--- config.mk ---
export PLATFORM = sky130hd
export DESIGN_NAME = csr_trap_unit
export DESIGN_NICKNAME = d
export VERILOG_FILES = /design/src/rtl/csr_pkg.sv /design/src/rtl/csr_trap_unit_irq_sync.sv /design/src/rtl/csr_trap_unit.sv
export SDC_FILE = /design/constraint.sdc
export NUM_CORES = 1
export LEC_CHECK = 0
export BUFFER_PORTS_ARGS = -buffer_cell sky130_fd_sc_hd__buf_2
export CAP_MARGIN = 10
export CORE_MARGIN = 3
export CORE_UTILIZATION = 40
export CTS_CLUSTER_SIZE = 20
export DETAILED_ROUTE_END_ITERATION = 10
export SETUP_SLACK_MARGIN = 0.2
export SLEW_MARGIN = 25
export SYNTH_ARGS = -nofsm -noshare
export SYNTH_HDL_FRONTEND = slang
export SYNTH_HIERARCHICAL = 1
export SYNTH_SLANG_ARGS = --single-unit
--- constraint.sdc ---
create_clock -name clk -period 7.5 [get_ports clk]
set_input_delay 1.5 -clock clk [delete_from_list [all_inputs] [get_ports clk]]
set_output_delay 1.5 -clock clk [all_outputs]
set_load 0.03 [all_outputs]
--- src/rtl/csr_pkg.sv ---
// Shared CSR addresses, operation encoding, cause codes and mstatus bit positions
// for the machine-mode CSR/trap unit.
package csr_pkg;

  localparam logic [11:0] CSR_MSTATUS   = 12'h300;
  localparam logic [11:0] CSR_MIE       = 12'h304;
  localparam logic [11:0] CSR_MTVEC     = 12'h305;
  localparam logic [11:0] CSR_MSCRATCH  = 12'h340;
  localparam logic [11:0] CSR_MEPC      = 12'h341;
  localparam logic [11:0] CSR_MCAUSE    = 12'h342;
  localparam logic [11:0] CSR_MIP       = 12'h344;
  localparam logic [11:0] CSR_MCYCLE    = 12'hB00;
  localparam logic [11:0] CSR_MCYCLEH   = 12'hB80;
  localparam logic [11:0] CSR_MINSTRET  = 12'hB02;
  localparam logic [11:0] CSR_MINSTRETH = 12'hB82;

  typedef enum logic [1:0] {
    CSR_OP_NONE = 2'b00,
    CSR_OP_RW   = 2'b01,
    CSR_OP_RS   = 2'b10,
    CSR_OP_RC   = 2'b11
  } csr_op_e;

  localparam logic [4:0] CAUSE_ILLEGAL = 5'd2;
  localparam logic [4:0] CAUSE_EBREAK  = 5'd3;
  localparam logic [4:0] CAUSE_ECALL   = 5'd11;
  localparam logic [4:0] CAUSE_MTI     = 5'd7;

  // Bit positions inside mip/mie; local line i sits at IRQ_LOCAL_BASE + i.
  localparam int IRQ_MTI_BIT    = 7;
  localparam int IRQ_LOCAL_BASE = 16;

  localparam int MSTATUS_MIE_BIT  = 3;
  localparam int MSTATUS_MPIE_BIT = 7;

endpackage

--- src/rtl/csr_trap_unit_irq_sync.sv ---
// Two-flop synchroniser for asynchronous level interrupt lines.
// Latency: 2 clk edges; no backpressure.
module irq_sync #(
  parameter int WIDTH = 1
) (
  input  logic             clk,
  input  logic             rst_n,
  input  logic [WIDTH-1:0] d,
  output logic [WIDTH-1:0] q
);

  logic [WIDTH-1:0] meta;

  always_ff @(posedge clk or negedge rst_n) begin
    if (!rst_n) begin
      meta <= '0;
      q    <= '0;
    end else begin
      meta <= d;
      q    <= meta;
    end
  end

endmodule

--- src/rtl/csr_trap_unit.sv ---
// Machine-mode CSR file, interrupt/exception arbitration and trap/MRET redirect.
// Latency: reads and redirect are combinational, state updates at the next edge; no backpressure.
module csr_trap_unit
  import csr_pkg::*;
#(
  parameter int              XLEN        = 32,
  parameter int              NUM_IRQ     = 4,
  parameter logic [XLEN-1:0] MTVEC_RESET = '0
) (
  input  logic               clk,
  input  logic               rst,
  input  logic [1:0]         csr_op,
  input  logic [11:0]        csr_addr,
  input  logic [XLEN-1:0]    csr_wdata,
  output logic [XLEN-1:0]    csr_rdata,
  input  logic [XLEN-1:0]    pc,
  input  logic               instret,
  input  logic               ecall,
  input  logic               ebreak,
  input  logic               illegal,
  input  logic               is_mret,
  input  logic [NUM_IRQ-1:0] irq_ext,
  input  logic               irq_timer,
  output logic               trap_taken,
  output logic               redirect,
  output logic [XLEN-1:0]    redirect_pc
);

  localparam logic [XLEN-1:0] LOW2_MASK    = XLEN'(3);
  localparam logic [XLEN-1:0] MTVEC_MASK   = ~XLEN'(2);
  localparam logic [XLEN-1:0] MSTATUS_MASK =
    XLEN'((64'(1) << MSTATUS_MIE_BIT) | (64'(1) << MSTATUS_MPIE_BIT));
  localparam logic [XLEN-1:0] MIE_MASK =
    XLEN'((64'(1) << IRQ_MTI_BIT) | (((64'(1) << NUM_IRQ) - 64'(1)) << IRQ_LOCAL_BASE));

  logic [NUM_IRQ:0]  irq_raw;
  logic [NUM_IRQ:0]  irq_synced;

  logic [XLEN-1:0]   mstatus_q, mie_q, mtvec_q, mscratch_q, mepc_q, mcause_q;
  logic [63:0]       mcycle_q, minstret_q;
  logic [63:0]       mcycle_d, minstret_d;
  logic [XLEN-1:0]   mip;
  logic [XLEN-1:0]   irq_pend;
  logic              irq_any;
  logic [4:0]        irq_code;
  logic [4:0]        exc_code;
  logic [4:0]        trap_code;
  logic [XLEN-1:0]   trap_cause;
  logic [XLEN-1:0]   tvec_base;
  logic              mret_taken;
  logic              csr_we;
  logic [XLEN-1:0]   csr_new;

  // Bit 0 carries the timer line, bits 1..NUM_IRQ the local lines.
  assign irq_raw = {irq_ext, irq_timer};

  irq_sync #(.WIDTH(NUM_IRQ + 1)) u_irq_sync (
    .clk   (clk),
    .rst_n (rst),
    .d     (irq_raw),
    .q     (irq_synced)
  );

  always_comb begin
    mip = '0;
    mip[IRQ_MTI_BIT] = irq_synced[0];
    mip[IRQ_LOCAL_BASE +: NUM_IRQ] = irq_synced[NUM_IRQ:1];
  end

  // MTI outranks every local line; among local lines the lowest index wins.
  always_comb begin
    irq_pend = mip & mie_q & {XLEN{mstatus_q[MSTATUS_MIE_BIT]}};
    irq_any  = |irq_pend;
    irq_code = CAUSE_MTI;
    if (!irq_pend[IRQ_MTI_BIT]) begin
      for (int i = NUM_IRQ - 1; i >= 0; i--) begin
        if (irq_pend[IRQ_LOCAL_BASE + i]) irq_code = 5'(IRQ_LOCAL_BASE + i);
      end
    end
  end

  always_comb begin
    if (illegal)     exc_code = CAUSE_ILLEGAL;
    else if (ebreak) exc_code = CAUSE_EBREAK;
    else             exc_code = CAUSE_ECALL;
  end

  assign trap_taken = irq_any | illegal | ebreak | ecall;
  assign trap_code  = irq_any ? irq_code : exc_code;
  assign trap_cause = {irq_any, {(XLEN-6){1'b0}}, trap_code};
  assign mret_taken = is_mret & ~trap_taken;
  assign redirect   = trap_taken | mret_taken;
  assign tvec_base  = mtvec_q & ~LOW2_MASK;

  always_comb begin
    if (trap_taken) begin
      if (mtvec_q[0] && irq_any) redirect_pc = tvec_base + XLEN'({trap_code, 2'b00});
      else                       redirect_pc = tvec_base;
    end else begin
      redirect_pc = mepc_q;
    end
  end

  always_comb begin
    csr_rdata = '0;
    case (csr_addr)
      CSR_MSTATUS:   csr_rdata = mstatus_q;
      CSR_MIE:       csr_rdata = mie_q;
      CSR_MTVEC:     csr_rdata = mtvec_q;
      CSR_MSCRATCH:  csr_rdata = mscratch_q;
      CSR_MEPC:      csr_rdata = mepc_q;
      CSR_MCAUSE:    csr_rdata = mcause_q;
      CSR_MIP:       csr_rdata = mip;
      CSR_MCYCLE:    csr_rdata = XLEN'(mcycle_q[31:0]);
      CSR_MCYCLEH:   csr_rdata = XLEN'(mcycle_q[63:32]);
      CSR_MINSTRET:  csr_rdata = XLEN'(minstret_q[31:0]);
      CSR_MINSTRETH: csr_rdata = XLEN'(minstret_q[63:32]);
      default:       csr_rdata = '0;
    endcase
  end

  always_comb begin
    case (csr_op_e'(csr_op))
      CSR_OP_RS: csr_new = csr_rdata | csr_wdata;
      CSR_OP_RC: csr_new = csr_rdata & ~csr_wdata;
      default:   csr_new = csr_wdata;
    endcase
  end

  // A trapping instruction is squashed, so its CSR write never lands.
  assign csr_we = (csr_op_e'(csr_op) != CSR_OP_NONE) && !trap_taken;

  // An explicit counter write replaces that cycle's increment.
  always_comb begin
    mcycle_d   = mcycle_q + 64'd1;
    minstret_d = minstret_q + ((instret && !trap_taken) ? 64'd1 : 64'd0);
    if (csr_we) begin
      case (csr_addr)
        CSR_MCYCLE:    mcycle_d   = {mcycle_q[63:32], 32'(csr_new)};
        CSR_MCYCLEH:   mcycle_d   = {32'(csr_new), mcycle_q[31:0]};
        CSR_MINSTRET:  minstret_d = {minstret_q[63:32], 32'(csr_new)};
        CSR_MINSTRETH: minstret_d = {32'(csr_new), minstret_q[31:0]};
        default: ;
      endcase
    end
  end

  always_ff @(posedge clk or negedge rst) begin
    if (!rst) begin
      mstatus_q  <= '0;
      mie_q      <= '0;
      mtvec_q    <= MTVEC_RESET & MTVEC_MASK;
      mscratch_q <= '0;
      mepc_q     <= '0;
      mcause_q   <= '0;
      mcycle_q   <= '0;
      minstret_q <= '0;
    end else begin
      mcycle_q   <= mcycle_d;
      minstret_q <= minstret_d;
      if (trap_taken) begin
        mepc_q   <= pc & ~LOW2_MASK;
        mcause_q <= trap_cause;
        mstatus_q[MSTATUS_MPIE_BIT] <= mstatus_q[MSTATUS_MIE_BIT];
        mstatus_q[MSTATUS_MIE_BIT]  <= 1'b0;
      end else if (mret_taken) begin
        mstatus_q[MSTATUS_MIE_BIT]  <= mstatus_q[MSTATUS_MPIE_BIT];
        mstatus_q[MSTATUS_MPIE_BIT] <= 1'b1;
      end
      if (csr_we) begin
        case (csr_addr)
          CSR_MSTATUS:  mstatus_q  <= csr_new & MSTATUS_MASK;
          CSR_MIE:      mie_q      <= csr_new & MIE_MASK;
          CSR_MTVEC:    mtvec_q    <= csr_new & MTVEC_MASK;
          CSR_MSCRATCH: mscratch_q <= csr_new;
          CSR_MEPC:     mepc_q     <= csr_new & ~LOW2_MASK;
          CSR_MCAUSE:   mcause_q   <= csr_new;
          default: ;
        endcase
      end
    end
  end

endmodule

==> reports/metrics.yaml <==
finalWeightedCongestion: 1.09
avgRoutedWirePerCell_um: 32.5
final_antenna_net_count: 0
drive_gt1_share_pct: 15.8
io_pins: 156
syn_nets: 2286
critical_path_cell_sequence: "buf_2 > buf_4 > or4_1 > nor3_1 > a22oi_1 > nand2_1 > or2_2 > buf_2"
final.setup_skew_ns: 0.0156
timing_worst_setup_path_type: "in2out"
vdd_ir_drop_max_mv: 0.137
cts_repair_resize_count: 0
worstPathArrival_ns: 4.71
dominantRegCellSynth: "dfrtp_1"
grt_pass1_wl_um: 135000
run_status: "completed"
tritoncts: "built"
final_nets: 2397
yosys-mux-area-fraction_pct: 4.90
max_capacitance_violation_count: 0
crit_path_end_kind: "primary output"
global_route.usage.total_pct: 38.8
cts.sink_count: 272
finalSetupTns_ns: 0
synth_xor_xnor_area_share_pct: 2.54
route.detailed.drc: 0
flop_pwr_share_pct: 42.4
layout_min_cycle_time_ns: 6.21
p_int_mw: 2.69
core_region_area_sq_um: 44700
clkLatencyLatePin_ns: 0.56
critical-path-max-stage-delay_ns: 1.08
finalHoldViolCount: 0
synth_enable_flop_cells: 0
gr-total-overflow: 0
report.final.slew_viol_count: 0
largest_net_degree_at_the_start_of_global_routing: 166
post-route-period-util_pct: 82.8
power.combinational.fraction_pct: 10.6
grt_pass1_vias: 18961
finalSetupViolCount: 0
die_area_sq_um: 48300
worst-endpoint-required_ns: 6.00
cell_area_synth_sq_um: 18300
netSwitchingPower_mw: 1.05
worst_max_slew_margin_expressed_relative_to_the_limit_pct: 18.1
synthesis.area_per_instance_sq_um: 8.35
post_synth_and_or_nand_nor_area_fraction_pct: 26.8
grt_setup_unrepaired: "false"
vias_per_cell: 6.96
detailed_placement_hpwl_um: 70300
async_reset_ff_share_pct: 100
holdCritPathClass: "reg2reg"
worstSetupStartpoint: "csr_addr[0]"
post_cts_setup_buffers: 0
std_cell_rows: 77
io_buffers: 153
initial_antenna_violation_count: 8
area_growth_syn_to_layout_pct: 15.9
first_pass_iters: 8
fin_ws_ns: 1.29
synth_compound_area_share_pct: 23.2
start_util_pct: 40.9
sum_of_routed_wire_length_over_all_layers_um: 94700
clk_transition_reported_paths_ns: 0.06
synth_seq_cells: 272
crit_top_cell: "buf_2"
number_of_levels_the_h_tree_was_split_into: 2
p_per_area_nw_per_um2: 177
worstPathMaxFanout: 19
cellLeakagePower_nw: 8.71
worst-slew-pin-transition_ns: 1.22
utilization_of_the_core_after_routing_pct: 47.4
synth_cell_type_count: 93
cts_made_buffers: 34
synth_fa_ha_area_share_pct: 0.657
worst_r2r_startpoint: "mie_q[17]$_DFFE_PN0P_"
fraction_of_power_spent_switching_nets_pct: 28.1
detail_route.iter0.violations: 3008
clockPowerShare_pct: 47.0
critical-path-slowest-cell: "nor3_1"
die-width_um: 220
yosys_warnings: 6
number_of_instances_in_the_synthesized_netlist: 2187
cts.hold.buffers_added: 0
cts_root_buf: "clkbuf_16"
fmax_ghz: 0.161
cp-start-kind: "input port"
synth_top_family_by_area: "simple AND/OR/NAND/NOR gates"
clock_path_buffers: 3
dieHeight_um: 220
route.vias.total: 20301
worstHoldStart: "u_irq_sync/meta[0]$_DFF_PN0_"
synth_seq_area_share_pct: 37.3
pre_cts_ws_ns: 1.44
==> power by group through the flow <==
stage	combinational, mW	sequential [mW]	clock, mW
3_5_place_dp	0.380	1.61	0
5_1_grt	0.417	1.59	1.82
2_1_floorplan	0.185	1.57	0
4_1_cts	0.381	1.58	1.77
6_report	0.398	1.59	1.76
3_3_place_gp	0.372	1.61	0
==> sequential cells by signal, summed over array words and instances, names as in the netlist <==
name,cells
minstret_q,64
mtvec_q,31
u_irq_sync/meta,5
mepc_q,32
mie_q,5
mstatus_q,2
mscratch_q,32
u_irq_sync/q,5
mcause_q,32
mcycle_q,64
==> critical path: cells and delay by family <==
family          cells  cell delay (ns)
compound gates      1             0.16
buf+inv             3             0.73
simple gates        4             2.31
==> kinds of logic (layout without fill, tap and decap cells) <==
family	after synthesis	in the layout
buffers and inverters	198	332
multiplexers	87	87
flip-flops	272	272
AO/OA/AOI/OAI	632	632
XOR/XNOR	53	53
other	0	4
adder cells (fa/ha/maj)	9	9
AND/OR/NAND/NOR	936	936
==> layout make-up <==
cell class                      instances  area (sq um)
Timing Repair Buffer                  229          1420
Clock buffer                           53          1050
Tap cell                              592           741
Antenna cell                            4          10.0
Clock inverter                          6           110
Inverter                               44           165
Fill cell                            4472         23500
Sequential cell                       272          6810
Multi-Input combinational cell       1717         10900
==> path summary, 6_finish.rpt <==
check	endpoint	slack, ns	cells after the start
setup reg to reg	minstret_q[62]$_DFFE_PN0P_	2.76	13
hold / removal	u_irq_sync/q[0]$_DFF_PN0_	0.35	0
setup / recovery	csr_rdata[19]	1.29	8
max in group asynchronous	mtvec_q[28]$_DFFE_PN0P_	5.45	3
hold reg to reg	u_irq_sync/q[0]$_DFF_PN0_	0.35	0
min in group asynchronous	minstret_q[42]$_DFFE_PN0P_	0.79	1
==> per-stage QoR <==
step / hold WS, ns / power [mW] / instance area [sq um] / cells
floorplan: 0.331 / 1.76 / 18300 / 2187
global placement: 0.332 / 1.98 / 19900 / 2847
detailed placement: 0.336 / 1.99 / 19900 / 2850
CTS: 0.349 / 3.73 / 21100 / 2909
global route: 0.353 / 3.82 / 21200 / 2913
finish: 0.348 / 3.74 / 21200 / 2917
==> placed cells by master (no fill, tap or decap), drive strengths merged, types with 8 or more instances in the layout <==
cell type	netlist	routed
a2111oi	11	11
a211o	8	8
a211oi	31	31
a21o	8	8
a21oi	118	118
a221oi	21	21
a22o	8	8
a22oi	43	43
a311oi	11	11
a31oi	16	16
a32oi	16	16
and2	25	25
and3	78	78
and4	15	15
buf	71	228
clkbuf	83	54
dfrtp	272	272
ha	8	8
inv	44	44
mux2	19	19
mux2i	68	68
nand2	299	299
nand2b	13	13
nand3	106	106
nand4	79	79
nor2	114	114
nor3	79	79
nor4	60	60
nor4b	8	8
o211ai	20	20
o21ai	184	184
o221ai	11	11
o22ai	10	10
o2bb2ai	12	12
o31a	13	13
o31ai	18	18
or3	19	19
xnor2	43	43
xor2	10	10
==> cell usage after synthesis, drive strengths merged (11+ instances only) <==
cell	number	area, sq um
and2	25	156
nand2	299	1120
o221ai	11	96.3
clkbuf	83	313
o2bb2ai	12	105
o31a	13	123
a21oi	118	591
a221oi	21	184
xnor2	43	377
o211ai	20	155
and4	15	131
o21ai	184	921
a211oi	31	238
nand3	106	541
buf	71	372
and3	78	488
a311oi	11	96.3
a32oi	16	140
a22oi	43	323
or3	19	119
dfrtp	272	6810
inv	44	165
nand4	79	509
mux2	19	214
mux2i	68	681
a31oi	16	100
nand2b	13	81.3
nor4	60	440
o31ai	18	135
nor3	79	457
a2111oi	11	96.3
nor2	114	428
==> per-layer routing <==
layer  track usage, %  share of wire (%)
met1             51.8                 39
met2             56.2                 42
met3             10.2                 12
met4             23.3                7.4
met5                0              0.060
No activity file was read; power rests on OpenSTA's default activity.
